--- src/rtl/mul_pkg.sv ---
// Shared multiplier definitions: opcode encodings and pipeline depth.
// Used by the multiplier datapath, the decoder and the hazard unit.
// Holds no logic of its own.
package mul_pkg;

  localparam logic [1:0] MUL_OP_MUL    = 2'b00;
  localparam logic [1:0] MUL_OP_MULH   = 2'b01;
  localparam logic [1:0] MUL_OP_MULHSU = 2'b10;
  localparam logic [1:0] MUL_OP_MULHU  = 2'b11;

  localparam int MUL_LATENCY = 3;

  // rs1 is treated as signed for MULH and MULHSU.
  function automatic logic op_a_signed(input logic [1:0] op);
    return (op == MUL_OP_MULH) || (op == MUL_OP_MULHSU);
  endfunction

  // rs2 is treated as signed only for MULH.
  function automatic logic op_b_signed(input logic [1:0] op);
    return (op == MUL_OP_MULH);
  endfunction

endpackage

--- src/rtl/mul_quad_partial.sv ---
// Four unsigned HALF x HALF partial products of two 2*HALF-bit magnitudes.
// Latency: combinational, 0 cycles.
// Backpressure: none; the enclosing pipeline stage registers the outputs.
module mul_quad_partial #(
  parameter int HALF = 16
) (
  input  logic [2*HALF-1:0] a_i,
  input  logic [2*HALF-1:0] b_i,
  output logic [2*HALF-1:0] ll_o,
  output logic [2*HALF-1:0] hl_o,
  output logic [2*HALF-1:0] lh_o,
  output logic [2*HALF-1:0] hh_o
);

  logic [2*HALF-1:0] a_lo, a_hi, b_lo, b_hi;

  // Zero-extend each half so the products are computed at full 2*HALF width.
  always_comb begin
    a_lo = {{HALF{1'b0}}, a_i[HALF-1:0]};
    a_hi = {{HALF{1'b0}}, a_i[2*HALF-1:HALF]};
    b_lo = {{HALF{1'b0}}, b_i[HALF-1:0]};
    b_hi = {{HALF{1'b0}}, b_i[2*HALF-1:HALF]};
    ll_o = a_lo * b_lo;
    hl_o = a_hi * b_lo;
    lh_o = a_lo * b_hi;
    hh_o = a_hi * b_hi;
  end

endmodule

--- src/rtl/mul_pipe_nbit.sv ---
// Pipelined RV32M/RV64M multiplier (MUL/MULH/MULHSU/MULHU) with tag passthrough and flush.
// Latency: 3 cycles (S1 sign/magnitude, S2 partial products, S3 sum/negate/select), 1 op/cycle.
// Backpressure: global stall while out_valid & ~out_ready; optional MUL_STALL_CNT_EN adds perf_stall_cnt.
module mul_pipe_nbit #(
  parameter int WIDTH = 32,
  parameter int TAG_W = 5
) (
  input  logic             clk,
  input  logic             rst,
  input  logic             flush,
  input  logic             in_valid,
  output logic             in_ready,
  input  logic [1:0]       in_op,
  input  logic [WIDTH-1:0] in_a,
  input  logic [WIDTH-1:0] in_b,
  input  logic [TAG_W-1:0] in_tag,
  output logic             out_valid,
  input  logic             out_ready,
  output logic [WIDTH-1:0] out_res,
  output logic [TAG_W-1:0] out_tag
`ifdef MUL_STALL_CNT_EN
  ,
  output logic [31:0]      perf_stall_cnt
`endif
);

  import mul_pkg::*;

  localparam int H = WIDTH / 2;

  logic stall;

  // Stage valids
  logic v1_q, v1_d, v2_q, v2_d, v3_q, v3_d;

  // S1: magnitudes, result sign, op, tag
  logic [WIDTH-1:0] mag_a_q, mag_a_d, mag_b_q, mag_b_d;
  logic             neg1_q, neg1_d;
  logic [1:0]       op1_q, op1_d;
  logic [TAG_W-1:0] tag1_q, tag1_d;

  // S2: partial products
  logic [WIDTH-1:0] ll_q, ll_d, hl_q, hl_d, lh_q, lh_d, hh_q, hh_d;
  logic             neg2_q, neg2_d;
  logic [1:0]       op2_q, op2_d;
  logic [TAG_W-1:0] tag2_q, tag2_d;

  // S3: selected result
  logic [WIDTH-1:0] res_q, res_d;
  logic [TAG_W-1:0] tag3_q, tag3_d;

  // Combinational helpers
  logic             sa, sb;
  logic [WIDTH-1:0] abs_a, abs_b;
  logic [WIDTH-1:0] pp_ll, pp_hl, pp_lh, pp_hh;
  logic [WIDTH:0]   mid;
  logic [2*WIDTH-1:0] p_sum, p_fin;

  assign stall     = v3_q & ~out_ready;
  assign in_ready  = ~stall;
  assign out_valid = v3_q;
  assign out_res   = res_q;
  assign out_tag   = tag3_q;

  mul_quad_partial #(.HALF(H)) u_quad (
    .a_i  (mag_a_q),
    .b_i  (mag_b_q),
    .ll_o (pp_ll),
    .hl_o (pp_hl),
    .lh_o (pp_lh),
    .hh_o (pp_hh)
  );

  // S1 operand conditioning: strip signs so the partial products stay unsigned.
  always_comb begin
    sa    = in_a[WIDTH-1] & op_a_signed(in_op);
    sb    = in_b[WIDTH-1] & op_b_signed(in_op);
    abs_a = sa ? (~in_a + WIDTH'(1)) : in_a;
    abs_b = sb ? (~in_b + WIDTH'(1)) : in_b;
  end

  // S3 recombination of the partials, sign restore and half select.
  always_comb begin
    mid   = {1'b0, hl_q} + {1'b0, lh_q};
    p_sum = {{WIDTH{1'b0}}, ll_q}
          + ({{(WIDTH-1){1'b0}}, mid} << H)
          + {hh_q, {WIDTH{1'b0}}};
    p_fin = neg2_q ? (~p_sum + (2*WIDTH)'(1)) : p_sum;
  end

  // Next state: whole pipe advances unless stalled; flush kills all valids regardless.
  always_comb begin
    v1_d    = v1_q;    v2_d    = v2_q;    v3_d   = v3_q;
    mag_a_d = mag_a_q; mag_b_d = mag_b_q; neg1_d = neg1_q; op1_d = op1_q; tag1_d = tag1_q;
    ll_d    = ll_q;    hl_d    = hl_q;    lh_d   = lh_q;   hh_d  = hh_q;
    neg2_d  = neg2_q;  op2_d   = op2_q;   tag2_d = tag2_q;
    res_d   = res_q;   tag3_d  = tag3_q;
    if (!stall) begin
      v1_d    = in_valid;
      mag_a_d = abs_a;
      mag_b_d = abs_b;
      neg1_d  = sa ^ sb;
      op1_d   = in_op;
      tag1_d  = in_tag;
      v2_d    = v1_q;
      ll_d    = pp_ll;
      hl_d    = pp_hl;
      lh_d    = pp_lh;
      hh_d    = pp_hh;
      neg2_d  = neg1_q;
      op2_d   = op1_q;
      tag2_d  = tag1_q;
      v3_d    = v2_q;
      res_d   = (op2_q == MUL_OP_MUL) ? p_fin[WIDTH-1:0] : p_fin[2*WIDTH-1:WIDTH];
      tag3_d  = tag2_q;
    end
    if (flush) begin
      v1_d = 1'b0;
      v2_d = 1'b0;
      v3_d = 1'b0;
    end
  end

  // Pipeline registers; reset clears valids and data alike.
  always_ff @(posedge clk) begin
    if (rst) begin
      v1_q <= 1'b0; v2_q <= 1'b0; v3_q <= 1'b0;
      mag_a_q <= '0; mag_b_q <= '0; neg1_q <= 1'b0; op1_q <= '0; tag1_q <= '0;
      ll_q <= '0; hl_q <= '0; lh_q <= '0; hh_q <= '0;
      neg2_q <= 1'b0; op2_q <= '0; tag2_q <= '0;
      res_q <= '0; tag3_q <= '0;
    end else begin
      v1_q <= v1_d; v2_q <= v2_d; v3_q <= v3_d;
      mag_a_q <= mag_a_d; mag_b_q <= mag_b_d; neg1_q <= neg1_d; op1_q <= op1_d; tag1_q <= tag1_d;
      ll_q <= ll_d; hl_q <= hl_d; lh_q <= lh_d; hh_q <= hh_d;
      neg2_q <= neg2_d; op2_q <= op2_d; tag2_q <= tag2_d;
      res_q <= res_d; tag3_q <= tag3_d;
    end
  end

`ifdef MUL_STALL_CNT_EN
  logic [31:0] stall_cnt_q, stall_cnt_d;

  // Saturating count of stalled cycles; only reset clears it.
  always_comb begin
    stall_cnt_d = stall_cnt_q;
    if (stall && (stall_cnt_q != 32'hFFFF_FFFF)) stall_cnt_d = stall_cnt_q + 32'd1;
  end

  // Stall counter register.
  always_ff @(posedge clk) begin
    if (rst) stall_cnt_q <= '0;
    else     stall_cnt_q <= stall_cnt_d;
  end

  assign perf_stall_cnt = stall_cnt_q;
`endif

endmodule

--- config.mk ---
export PLATFORM = sky130hd
export DESIGN_NAME = mul_pipe_nbit
export DESIGN_NICKNAME = d
export VERILOG_FILES = /design/src/rtl/mul_pkg.sv /design/src/rtl/mul_quad_partial.sv /design/src/rtl/mul_pipe_nbit.sv
export SDC_FILE = /design/constraint.sdc
export NUM_CORES = 2
export LEC_CHECK = 0
export ABC_AREA = 1
export CORE_UTILIZATION = 43
export DETAILED_ROUTE_END_ITERATION = 12
export GPL_TIMING_DRIVEN = 0
export PLACE_DENSITY = 0.69
export SLEW_MARGIN = 20
export SYNTH_ARGS = -nofsm -noshare
export SYNTH_HDL_FRONTEND = slang
export SYNTH_HIERARCHICAL = 1
export SYNTH_SLANG_ARGS = --single-unit
--- constraint.sdc ---
create_clock -name clk -period 5.7 [get_ports clk]
set_input_delay 0.855 -clock clk [delete_from_list [all_inputs] [get_ports clk]]
set_output_delay 0.855 -clock clk [all_outputs]
set_load 0.1 [all_outputs]
# == Yosys cells after proc, flatten, opt, wreduce, memory -nomap -nowiden ==
# Index checks and enable logic that the tools add are counted.
# op_classes
n_addsub,6
n_eq_ne,2
reduce_logical,3
mux,4
multipliers,4
bitwise,9
# ops
operator,n
$mul 16x16->32,4
$mux 32,3
$add 32x1->32 const B,2
$add 50x64->64,1
$add 64x1->64 const B,1
$mux 64,1
$not 32->32,2
$not 64->64,1
$add 32x49->50,1
$add 32x32->33,1
$and 1x1->1,3
$eq 2x1->1 const B,1
$eq 2x2->1 const B,1
$logic_not 2->1,1
$not 1->1,2
$reduce_or 2->1,1
$logic_or 1x1->1,1
$xor 1x1->1,1
# totals
elab_cells,45
ff_bits,248
in_bits,76

# == Logic depth before layout (Yosys ltp) ==
# depth
ltp_word,7
depth_mapped,39
ltp_nobuf,39

# == Cells and area by module ==
# Netlist, hierarchy kept.
# modules_own_cells
mod,area_per_inst_um2,n_inst,cells_per_inst,seq_area_each_um2
mul_quad_partial,37503.5,1,5413,0.0
mul_pipe_nbit,17305.3,1,2860,4964.8

# == Least setup slack after synthesis ==
# Ideal clock, no wire load.
# synth_path
kind,register to register
startpoint,register mag_b_q[7]
endpoint,register hl_q[28]
synth_period_minus_slack_ps,5254
setup_ps,116
arrival_ps,5138
t_required_ps,5584
setup_slack_ps,446
path_stages_with_launch,27
cell_sequence,dfxtp_1 clkbuf_1 nand2_1 fa_1 inv_1 fa_1 inv_1 fa_1 inv_1 fa_1 fa_1 inv_1 fa_1 inv_1 ha_1 nand2_1 inv_1 nand2_1 nand2_1 nand2_1 nand2_1 a21oi_1 nand2_1 nand2_1 nand2_1 o21ai_0 nor2_1
# synth_between
elab_chain_cells,1
# synth_rtl
item,line_no,source
start: declaration,mul_pipe_nbit.sv:37,"logic [WIDTH-1:0] mag_a_q, mag_a_d, mag_b_q, mag_b_d;"
start signal: assignment,mul_pipe_nbit.sv:134,mag_a_q <= mag_a_d; mag_b_q <= mag_b_d; neg1_q <= neg1_d; op1_q <= op1_d; tag1_q <= tag1_d;
$mul 16x16->32,mul_quad_partial.sv:24,hl_o = a_hi * b_lo;
net pp_hl[28],mul_pipe_nbit.sv:55,"logic [WIDTH-1:0] pp_ll, pp_hl, pp_lh, pp_hh;"
end signal: assignment,mul_pipe_nbit.sv:135,ll_q <= ll_d; hl_q <= hl_d; lh_q <= lh_d; hh_q <= hh_d;
end: declaration,mul_pipe_nbit.sv:43,"logic [WIDTH-1:0] ll_q, ll_d, hl_q, hl_d, lh_q, lh_d, hh_q, hh_d;"
# The timed path passes the listed nets, and every way through them passes these cells.
# A chain may end at the register's enable or synchronous reset.

# == Final worst setup path ==
# layout_path
startpoint,register mag_b_q[21]
endpoint,register lh_q[30]
# layout_between
elab_chain_cells,1
# layout_rtl
item,line_no,source
$mul 16x16->32,mul_quad_partial.sv:25,lh_o = a_lo * b_hi;
net pp_lh[30],mul_pipe_nbit.sv:55,
end signal: assignment,mul_pipe_nbit.sv:135,
end: declaration,mul_pipe_nbit.sv:43,
# The timed path passes the listed nets, and every way through them passes these cells.

==> flow_summary.ini <==
[outcome]
status = finished, final reports clean

[cells_and_area]
area_delta_synth_final_pct = 17.29
stdcell_area_um2 = 64290
final_net_count = 9861
num-fill-cells = 12850
final_layout_size_suffix_gt1_share_pct = 10.58
layout.cells.most_common = sky130_fd_sc_hd__nand2_1
final_cell_mix = 2379 x sky130_fd_sc_hd__nand2_1, 2064 x sky130_fd_sc_hd__inv_1, 758 x sky130_fd_sc_hd__fa_1

[place]
gp_congestion = 1.038
placement.cell_area_um2 = 58040
dpl.hpwl_mm = 215.2
port_buffers = 114

[drt]
vias = 54270
initialDrtViolationCount = 5062
routed_via_density = 5.320
remaining_drc_errors = 0
drtPass1Iterations = 7
avgRoutedWirePerCell_um = 25.28
antenna_violating_nets_post_route = 0
drt_wl_total_mm = 257.9

[floorplan]
die_area_um2 = 128900
die_w_um = 359.0
design.portCount = 115
start_util_pct = 43.48
coreArea_um2 = 126100
placementRows = 130
die_h_um = 359.0

[critical_path]
worst_path_most_repeated_cell = sky130_fd_sc_hd__fa_1
critPathMaxStageDelay_ps = 620
worst_setup_path_end_kind = register
crit_path_kind = reg -> reg
critical_path_depth = 24
crit_path_start_kind = register
path_max_fanout = 8
critical_path.top_delay_family = adder cells
worst_r2r_path_depth = 24
critPathArrivalTime_ps = 6120
reg2reg_slack_ps = 70
cp_slowest_cell = sky130_fd_sc_hd__fa_1
cp_cell_sequence = clkbuf_16 -> nand2_2 -> fa_2 -> fa_1 -> inv_1 -> fa_1 -> inv_1 -> fa_1 -> fa_1 -> fa_1 -> inv_2 -> ha_4 -> nand2_4 -> inv_1 -> nand2_1 -> nand2_2 -> nand2_1 -> nand2_2 -> a21oi_2 -> nand2_1 -> nand2_2 -> nand2_4 -> o21ai_2 -> nor2_1
count_of_buffer_and_inverter_cells_on_the_critical_path = 5
cp.required_ps = 6190

[synthesis]
avg_synthesized_cell_area_um2 = 6.625
synth_async_sr_flop_share_pct = 0
count_of_flip_flops_with_a_built_in_enable_after_synthesis = 0
ys_flop_type = sky130_fd_sc_hd__dfxtp_1
post_synth_instance_area_um2 = 54810
synth_sequential_area_ratio_pct = 9.058
yosysWarnings = 6
postSynthCellCount = 8273
synth.ff_latch_count = 248
synth_fp_nets = 9614
ys_types = 47

[power]
power.density_nw_per_um2 = 322.2
leakage_nw = 37.28
irDropWorstVdd_uv = 209.7

[timing]
max_clock_freq_ghz = 0.1777
finalCritPeriodShare_pct = 98.74
setup_viol = 0
post-route-min-period_ps = 5628
rsz0062_at_grt = true
timing_max_transition_violations_final = 0
holdWs_ps = 484.1
worst_slew_margin_rel_pct = 15.67
hold_viol = 0
fin_worst_skew_ps = 47.43
worst_pin_slew_ps = 1265

[clocking]
clk_pin_slew_ps = 60
max-clock-path-buffers = 3
clkLatencyLatePin_ps = 630
clock_tree.htree_level_count = 2
cts_inserted_buffers = 36
tritoncts = built
cts_hold_buf = 0
root_buffer = sky130_fd_sc_hd__clkbuf_16
cts.sink_count = 248

[global_routing]
grt_antenna_before_repair = 17
grt_start_max_net_pins = 14
globalRouteOverflowTotal = 0
wire_length_of_the_first_global_routing_pass_mm = 361.2
first_global_vias = 52370
grtUsageTotal_pct = 39.18

[hold_path]
holdPathStages = 1
worstHoldPathType = reg -> reg

[flow_run]
max_cap_violations = 0
-- metrics by stage --
stage	util, %	power (W)	cells	worst slack (ps)	setup TNS [ps]
final	51.00	0.02071	10200	71.56	0
after global routing	50.99	0.02188	10200	-78.58	-1175
after CTS	49.10	0.01868	10120	-33.81	-86.66
after detailed placement	46.04	0.01536	10040	-1496	-110120
after global placement	46.02	0.01534	10040	-1476	-114190
after floorplan	-	0.01044	8273	446.3	0
-- sequential cells by signal (all words and copies together) (netlist names) --
register	cells
ll_q	32
hh_q	32
tag1_q	5
mag_b_q	32
v1_q	1
neg2_q	1
hl_q	32
out_res	32
op1_q	2
neg1_q	1
tag2_q	5
op2_q	2
out_tag	5
lh_q	32
v2_q	1
out_valid	1
mag_a_q	32
-- metal layers --
layer / part of all wire (%) / vias to the layer above / track usage, %
li1: - / 24840 / -
met1: 39 / 26060 / 49.00
met2: 44 / 2680 / 61.81
met3: 9.9 / 669 / 8.401
met4: 7.5 / 14 / 24.03
met5: 0.037 / - / 0
-- cell families (layout without fill, tap and decap cells) --
family | after synthesis | count (layout) | synth area share [%]
AND/OR/NAND/NOR | 3599 | 3599 | 26.55
buffers and inverters | 2385 | 2658 | 16.37
adder cells (fa/ha/maj) | 1265 | 1265 | 39.53
AO/OA/AOI/OAI | 645 | 645 | 6.394
flip-flops | 248 | 248 | 9.058
XOR/XNOR | 131 | 131 | 2.093
other | 0 | 5 | 0
-- path summary, 6_finish.rpt --
| path | from | to |
|---|---|---|
| setup / recovery | mag_b_q[21] | lh_q[30] |
| hold / removal | v2_q | out_valid |
| setup reg to reg | mag_b_q[21] | lh_q[30] |
| hold reg to reg | v2_q | out_valid |
-- cells in the mapped netlist (19+ instances only) --
cell | n | area share [%]
sky130_fd_sc_hd__nand2_1 | 2487 | 17
sky130_fd_sc_hd__inv_1 | 2081 | 14
sky130_fd_sc_hd__fa_1 | 778 | 28
sky130_fd_sc_hd__nor2_1 | 635 | 4.3
sky130_fd_sc_hd__ha_1 | 487 | 11
sky130_fd_sc_hd__o21ai_0 | 296 | 2.7
sky130_fd_sc_hd__clkbuf_1 | 279 | 1.9
sky130_fd_sc_hd__nand3_1 | 263 | 2.4
sky130_fd_sc_hd__dfxtp_1 | 248 | 9.1
sky130_fd_sc_hd__a21oi_1 | 242 | 2.2
sky130_fd_sc_hd__xor2_1 | 102 | 1.6
sky130_fd_sc_hd__nand4_1 | 55 | 0.63
sky130_fd_sc_hd__nor3_1 | 34 | 0.31
sky130_fd_sc_hd__nand3_2 | 31 | 0.57
sky130_fd_sc_hd__xnor2_1 | 29 | 0.46
sky130_fd_sc_hd__o221ai_1 | 28 | 0.45
sky130_fd_sc_hd__a31oi_1 | 25 | 0.29
sky130_fd_sc_hd__nand2_2 | 25 | 0.29
sky130_fd_sc_hd__nor2_2 | 25 | 0.29
sky130_fd_sc_hd__o211ai_1 | 19 | 0.26
-- where the power goes --
group          leakage, nW  switching (W)  internal [W]
logic                 34.6         0.0106       0.00517
clock network        0.571        0.00106       0.00136
registers             2.08       0.000387       0.00210
total                 37.3         0.0121       0.00863
-- area by class of cell --
class	count	area [um^2]	area share [%]
clock inverters	18	205.2	0.3192
plain buffers	293	3068	4.772
diodes	5	12.51	0.01946
repair buffers	209	1937	3.013
clock buffers	46	978.4	1.522
inverters	2092	7853	12.22
multi-input cells	5640	43020	66.93
well taps	1650	2064	3.211
flip-flops and latches	248	5144	8.001
-- timing repair --
item / CTS / global route
resized for setup: 742 / 529
cloned: 0 / 4
pin swaps: 9 / 94
buffers inserted: 17 / 74
endpoints found under the setup margin: 123 / 103
Note: power is estimated with default switching activity, not from simulation.
